[config.mk]
export PLATFORM = sky130hd
export DESIGN_NAME = regfile_wr_arbiter
export DESIGN_NICKNAME = d
export VERILOG_FILES = /design/src/rtl/regfile_wr_arbiter_pkg.sv /design/src/rtl/regfile_wr_arbiter_fifo.sv /design/src/rtl/regfile_wr_arbiter.sv
export SDC_FILE = /design/constraint.sdc
export NUM_CORES = 1
export LEC_CHECK = 0
export BUFFER_PORTS_ARGS = -buffer_cell sky130_fd_sc_hd__buf_2
export CORE_MARGIN = 8
export CORE_UTILIZATION = 40
export DETAILED_ROUTE_END_ITERATION = 16
export PLACE_DENSITY = 0.66
export SLEW_MARGIN = 5
export SYNTH_ARGS = -nofsm -noshare
export SYNTH_HDL_FRONTEND = slang
export SYNTH_SLANG_ARGS = --single-unit
[constraint.sdc]
create_clock -name clk -period 2.55 [get_ports clk]
set_input_delay 0.6375 -clock clk [delete_from_list [all_inputs] [get_ports clk]]
set_output_delay 0.6375 -clock clk [all_outputs]
set_load 0.01 [all_outputs]
[src/rtl/regfile_wr_arbiter_pkg.sv]
// Shared types and constants for the regfile write-port arbiter and its LU result buffer.
package regfile_wr_arbiter_pkg;
   localparam int REG_ADDR_W = 5;
   localparam int REG_DATA_W = 32;
   localparam logic [REG_ADDR_W-1:0] ZERO_ADDR = '0;
   localparam logic [REG_DATA_W-1:0] ZERO_WORD = '0;

   typedef enum logic [1:0] {
      ENT_EMPTY    = 2'd0,
      ENT_VALID    = 2'd1,
      ENT_SQUASHED = 2'd2
   } ent_state_e;

   typedef struct packed {
      logic [REG_ADDR_W-1:0] addr;
      logic [REG_DATA_W-1:0] data;
   } rf_wr_t;
endpackage

[src/rtl/regfile_wr_arbiter_fifo.sv]
// LU result buffer: circular queue of {state, addr, data} with per-entry squash-by-address.
module regwr_fifo
   import regfile_wr_arbiter_pkg::*;
#(
   parameter int DEPTH = 2,
   parameter int CNT_W = 2
) (
   input  logic                             clk,
   input  logic                             rst,
   input  logic                             push,
   input  logic [REG_ADDR_W-1:0]            push_addr,
   input  logic [REG_DATA_W-1:0]            push_data,
   input  logic                             pop,
   input  logic                             squash_en,
   input  logic [REG_ADDR_W-1:0]            squash_addr,
   output logic                             head_occ,
   output logic                             head_valid,
   output logic [REG_ADDR_W-1:0]            head_addr,
   output logic [REG_DATA_W-1:0]            head_data,
   output logic                             full,
   output logic [CNT_W-1:0]                 cnt,
   output logic [DEPTH-1:0]                 ent_valid,
   output logic [DEPTH-1:0][REG_ADDR_W-1:0] ent_addr
);
   localparam int PTR_W = $clog2(DEPTH);

   ent_state_e       st_q  [DEPTH];
   ent_state_e       st_d  [DEPTH];
   rf_wr_t           ent_q [DEPTH];
   rf_wr_t           ent_d [DEPTH];
   logic [PTR_W-1:0] head_q, head_d, tail_q, tail_d;
   logic [CNT_W-1:0] cnt_q, cnt_d;

   always_comb begin
      st_d   = st_q;
      ent_d  = ent_q;
      head_d = head_q;
      tail_d = tail_q;
      cnt_d  = cnt_q;
      // A younger WB write to the same register makes the buffered value dead.
      for (int i = 0; i < DEPTH; i++) begin
         if (squash_en && st_q[i] == ENT_VALID && ent_q[i].addr == squash_addr)
            st_d[i] = ENT_SQUASHED;
      end
      if (pop) begin
         st_d[head_q] = ENT_EMPTY;
         head_d       = head_q + PTR_W'(1);
      end
      // The tail slot is always empty when pushing, so a same-cycle squash cannot hit it.
      if (push) begin
         st_d[tail_q]  = ENT_VALID;
         ent_d[tail_q] = '{addr: push_addr, data: push_data};
         tail_d        = tail_q + PTR_W'(1);
      end
      if (push && !pop)
         cnt_d = cnt_q + CNT_W'(1);
      else if (pop && !push)
         cnt_d = cnt_q - CNT_W'(1);
   end

   always_ff @(posedge clk) begin
      if (rst) begin
         for (int i = 0; i < DEPTH; i++) begin
            st_q[i]  <= ENT_EMPTY;
            ent_q[i] <= '0;
         end
         head_q <= '0;
         tail_q <= '0;
         cnt_q  <= '0;
      end else begin
         st_q   <= st_d;
         ent_q  <= ent_d;
         head_q <= head_d;
         tail_q <= tail_d;
         cnt_q  <= cnt_d;
      end
   end

   assign head_occ   = (st_q[head_q] != ENT_EMPTY);
   assign head_valid = (st_q[head_q] == ENT_VALID);
   assign head_addr  = ent_q[head_q].addr;
   assign head_data  = ent_q[head_q].data;
   assign full       = (cnt_q == CNT_W'(DEPTH));
   assign cnt        = cnt_q;

   always_comb begin
      for (int i = 0; i < DEPTH; i++) begin
         ent_valid[i] = (st_q[i] == ENT_VALID);
         ent_addr[i]  = ent_q[i].addr;
      end
   end
endmodule

[src/rtl/regfile_wr_arbiter.sv]
// Shares the regfile write port between WB (always wins) and a buffered long-latency unit;
// also reports buffered-destination hazards and requests a stall when the buffer head starves.
module regfile_wr_arbiter
   import regfile_wr_arbiter_pkg::*;
#(
   parameter int DEPTH        = 2,
   parameter int STARVE_LIMIT = 4,
   parameter int CNT_W        = 2
) (
   input  logic                  clk,
   input  logic                  rst,
   input  logic                  wb_we,
   input  logic [REG_ADDR_W-1:0] wb_waddr,
   input  logic [REG_DATA_W-1:0] wb_wdata,
   input  logic                  lu_valid,
   output logic                  lu_ready,
   input  logic [REG_ADDR_W-1:0] lu_waddr,
   input  logic [REG_DATA_W-1:0] lu_wdata,
   input  logic [REG_ADDR_W-1:0] raddr1,
   input  logic [REG_ADDR_W-1:0] raddr2,
   output logic                  hazard1,
   output logic                  hazard2,
   output logic                  stall_req,
   output logic                  rf_we,
   output logic [REG_ADDR_W-1:0] rf_waddr,
   output logic [REG_DATA_W-1:0] rf_wdata,
   output logic [CNT_W-1:0]      pend_cnt
);
   localparam int               AGE_W   = $clog2(STARVE_LIMIT + 1);
   localparam logic [AGE_W-1:0] AGE_MAX = AGE_W'(STARVE_LIMIT);

   logic                             wb_act, push, pop;
   logic                             head_occ, head_valid, full;
   logic [REG_ADDR_W-1:0]            head_addr;
   logic [REG_DATA_W-1:0]            head_data;
   logic [CNT_W-1:0]                 cnt;
   logic [DEPTH-1:0]                 ent_valid;
   logic [DEPTH-1:0][REG_ADDR_W-1:0] ent_addr;
   logic [AGE_W-1:0]                 age_q, age_d;

   // A WB write to r0 is architecturally a no-op, so it leaves the port free for the buffer.
   assign wb_act   = wb_we && (wb_waddr != ZERO_ADDR);
   assign lu_ready = !rst && !full;
   assign push     = lu_valid && lu_ready && (lu_waddr != ZERO_ADDR);
   assign pop      = head_occ && (!head_valid || !wb_act);

   regwr_fifo #(.DEPTH(DEPTH), .CNT_W(CNT_W)) u_fifo (
      .clk        (clk),
      .rst        (rst),
      .push       (push),
      .push_addr  (lu_waddr),
      .push_data  (lu_wdata),
      .pop        (pop),
      .squash_en  (wb_act),
      .squash_addr(wb_waddr),
      .head_occ   (head_occ),
      .head_valid (head_valid),
      .head_addr  (head_addr),
      .head_data  (head_data),
      .full       (full),
      .cnt        (cnt),
      .ent_valid  (ent_valid),
      .ent_addr   (ent_addr)
   );

   always_comb begin
      rf_we    = 1'b0;
      rf_waddr = ZERO_ADDR;
      rf_wdata = ZERO_WORD;
      if (!rst) begin
         if (wb_act) begin
            rf_we    = 1'b1;
            rf_waddr = wb_waddr;
            rf_wdata = wb_wdata;
         end else if (head_valid) begin
            rf_we    = 1'b1;
            rf_waddr = head_addr;
            rf_wdata = head_data;
         end
      end
   end

   always_comb begin
      age_d = age_q;
      if (pop || !head_valid)
         age_d = '0;
      else if (wb_act && age_q != AGE_MAX)
         age_d = age_q + AGE_W'(1);
   end

   always_ff @(posedge clk) begin
      if (rst) age_q <= '0;
      else     age_q <= age_d;
   end

   assign stall_req = !rst && (age_q == AGE_MAX);
   assign pend_cnt  = rst ? '0 : cnt;

   always_comb begin
      hazard1 = 1'b0;
      hazard2 = 1'b0;
      for (int i = 0; i < DEPTH; i++) begin
         if (ent_valid[i] && ent_addr[i] == raddr1) hazard1 = 1'b1;
         if (ent_valid[i] && ent_addr[i] == raddr2) hazard2 = 1'b1;
      end
      if (rst || raddr1 == ZERO_ADDR) hazard1 = 1'b0;
      if (rst || raddr2 == ZERO_ADDR) hazard2 = 1'b0;
   end
endmodule

==> run metrics <==
status=complete, but fails checks; failing checks=setup timing; final net count=roughly 740; vias per inst=about 5.5; H-tree levels=3; # diodes=0; Synth area leaders=dfxtp_1 36%, mux2i_1 8.0%, mux2_1 6.8%; Synth Area in XOR/XNOR=under 10%; most frequent cells in the layout=128 x buf_2, 79 x dfxtp_1, 48 x a21oi_1; Detailed Route WL=14200 um; GP Congestion=between 0.8 and 0.9; worst min path class=register to register; final instance area=6180 sq um; RSZ-0062 raised after global routing=yes; post-synth top area cell=dfxtp_1; vias in the first global route=4723; Core Util, Final=52.3%; synthesized flop and latch total=85; share of power burned in registers=between 40% and 50%; most common cell after layout, fill and taps aside=buf_2; Die Ht=roughly 130 um; Least-Margin Pin Slew=959 ps; GRT Max-Usage Layer=met2; Post-synth ARST share=0%; DR WL/cell=17.7 um; TritonRoute pass-1 iters=4; syn avg cell area=~9.2 sq um; fill cell count=1078; Layout area overhead=29.6%; core box area=between 10000 and 15000 sq um; Max Fclk=~380 MHz; pin count of the biggest net entering global routing=55; CP max FO=17; via count=between 4000 and 5000; TritonCTS clock tree=yes; post-route ant nets=0; Clock Skews=between 7 and 8 ps; Seq/Total Area, Yosys=about 36%; worst vdd ir=between 0.0003 and 0.0004 V; root buf cell=clkbuf_16; worst reg2reg path depth=6; Pins Over Slew Limit=0; first-pass GRT wire length=23300 um; endpoints failing hold=0; # IOs=132; Final Cycle Share=102%; maximum buffer depth of the clock tree=2; crit path from=wb_waddr[1]; clk_lat worst skew=340 ps; post-synthesis compound-gate area fraction=a little under a fifth; combinational share of power=between 10% and 20%; Synth Area in Adders=less than 1%; Starting Density=between 40% and 50%; post-synth top area share=35.7%; WS Path Type=input port to output pin; P_sw=about 0.93 mW; synth unique cells=50; Hold Crit Depth=2; number of synthesized flops with an enable pin=0; Hold Startpoint=u_fifo.ent_q[52]; worst path required time=1910 ps; Sw Share=around a quarter; Die ar.=roughly 16000 sq um; Worst EP arrival=around 2000 ps; endpoint type of the worst setup path=output pin; post-synthesis mux area share=16.2%; share of cells above drive strength 1=34.3%; clock net sink count=85; YS warnings=0; PortBufs=between 100 and 150; Gate Count Post-Synth=519; Total Power=about 3.5 mW; GRT overflow=0; Die W=~130 um; global routing usage on met2=between 30% and 40%; max cap viols=0; hpwl dp=roughly 9600 um; initial antenna violation count=0; Cell Area, Placed=5580 sq um; final setup margin=-51.0 ps; Critical R2R Launch=u_fifo.cnt[1]; Top FF cell, synth=dfxtp_1; P per Cell Area=roughly 570 nW/um^2; R2R setup slack=about 510 ps; leakage=2.52 nW; Initial DRC Count=roughly 240; WHS Endpoint=u_fifo.ent_q[52]; setup TNS=-1480 ps; met3 usage=under 10%; largest family of logic cells by synthesized area=compound AO/OA/AOI/OAI gates; Synth Cell Area=roughly 4800 sq um; Clock Power Share=between 30 and 40%; met1 Use GR=21.5%; Int Pwr=around 2.6 mW; All-Layer GR Usage=18.1%; Final Setup Violations=34; Post-route DRC=0; Synthesized Nets=610; worst hold slack=~480 ps; Final min period=roughly 2600 ps; total CTS buffers=9; Clock transition at path regs=approximately 60 ps; CP Launch Type=input port; RR Endpoint=u_fifo.cnt[1]; num rows=40; Slew HR=about a third; Post-Synth Simple-Gate Area=between 10% and 20%
[Yosys cell counts (2+ instances only)]
library cell	number
a21oi_1	49
a221oi_1	2
buf_1	4
buf_2	6
buf_4	5
buf_6	11
clkbuf_1	19
dfxtp_1	85
ha_1	3
inv_1	6
mux2_1	29
mux2_2	6
mux2i_1	38
nand2_1	14
nand3_1	42
nand4_1	2
nor2_1	11
nor2b_1	38
nor3_1	7
nor4_1	5
o211a_1	2
o21ai_0	9
o21ai_1	30
o2bb2ai_1	31
o2bb2ai_2	3
o31ai_1	3
or3_1	5
xnor2_1	14
xor2_1	19
[power by group through the flow]
stage / sequential [mW] / combinational (mW) / clock [mW]
final: 1.46 / 0.676 / 1.39
after CTS: 1.46 / 0.663 / 1.42
after detailed placement: 1.49 / 0.620 / 0
after global routing: 1.47 / 0.741 / 1.46
after global placement: 1.48 / 0.604 / 0
after floorplan: 1.46 / 0.405 / 0
[final cells by class]
| class | count | area, sq um | share of cell area [%] |
|---|---|---|---|
| Multi-Input combinational cell | 384 | 2910 | 47.1 |
| Timing Repair Buffer | 164 | 1040 | 16.8 |
| Inverter | 6 | 22.5 | 0.364 |
| Sequential cell | 85 | 1710 | 27.7 |
| Clock buffer | 11 | 243 | 3.93 |
| Clock inverter | 4 | 72.6 | 1.17 |
| Tap cell | 147 | 184 | 2.98 |
[flip-flops by register name, indices dropped and copies added (netlist names)]
register         count
u_fifo.ent_q        64
u_fifo.ent_addr     10
u_fifo.st_q          4
age_q                3
u_fifo.cnt           2
u_fifo.head_q        1
u_fifo.tail_q        1
[logic make-up after synthesis]
group | Yosys count
buf+inv | 51
compound gates | 137
flops | 85
xor+xnor | 33
mux | 73
fa+ha+maj | 3
simple gates | 137
[worst max path at each step]
stage / slack [ps] / cells past startpoint / end
after floorplan: 30 / 7 / u_fifo.cnt[1]
after global placement: -280 / 7 / rf_wdata[30]
after detailed placement: -250 / 7 / rf_wdata[12]
after CTS: -40 / 7 / rf_wdata[12]
after global routing: -100 / 7 / rf_wdata[6]
final: -50 / 8 / rf_wdata[12]
[stage by stage]
stage / cells / worst slack (ps)
after floorplan: 519 / 27.2
after global placement: 778 / -279
after detailed placement: 778 / -253
after CTS: 799 / -35.7
after global routing: 801 / -104
final: 801 / -51.0
[critical path, stage by stage]
cell and delay (ps):
buf_8 100, or3_4 410, o21ai_4 210, buf_12 140, nor2_4 30, buf_12 160, o2bb2ai_1 120, buf_2 140
[per-layer routing]
metal  wire length [um]  vias up
met5                  0        -
met4                206        0
met3                823       16
met2               6770      137
met1               6370     2122
li1                   -     2134
[timing repair]
action / CTS / global route
buffers inserted: 5 / 2
hold buffers: 0 / 0
cloned: 2 / 0
setup endpoints to repair: 37 / 39
pin swaps: 5 / 4
gates resized for setup: 26 / 15
Power figures use the tool's default switching activity.
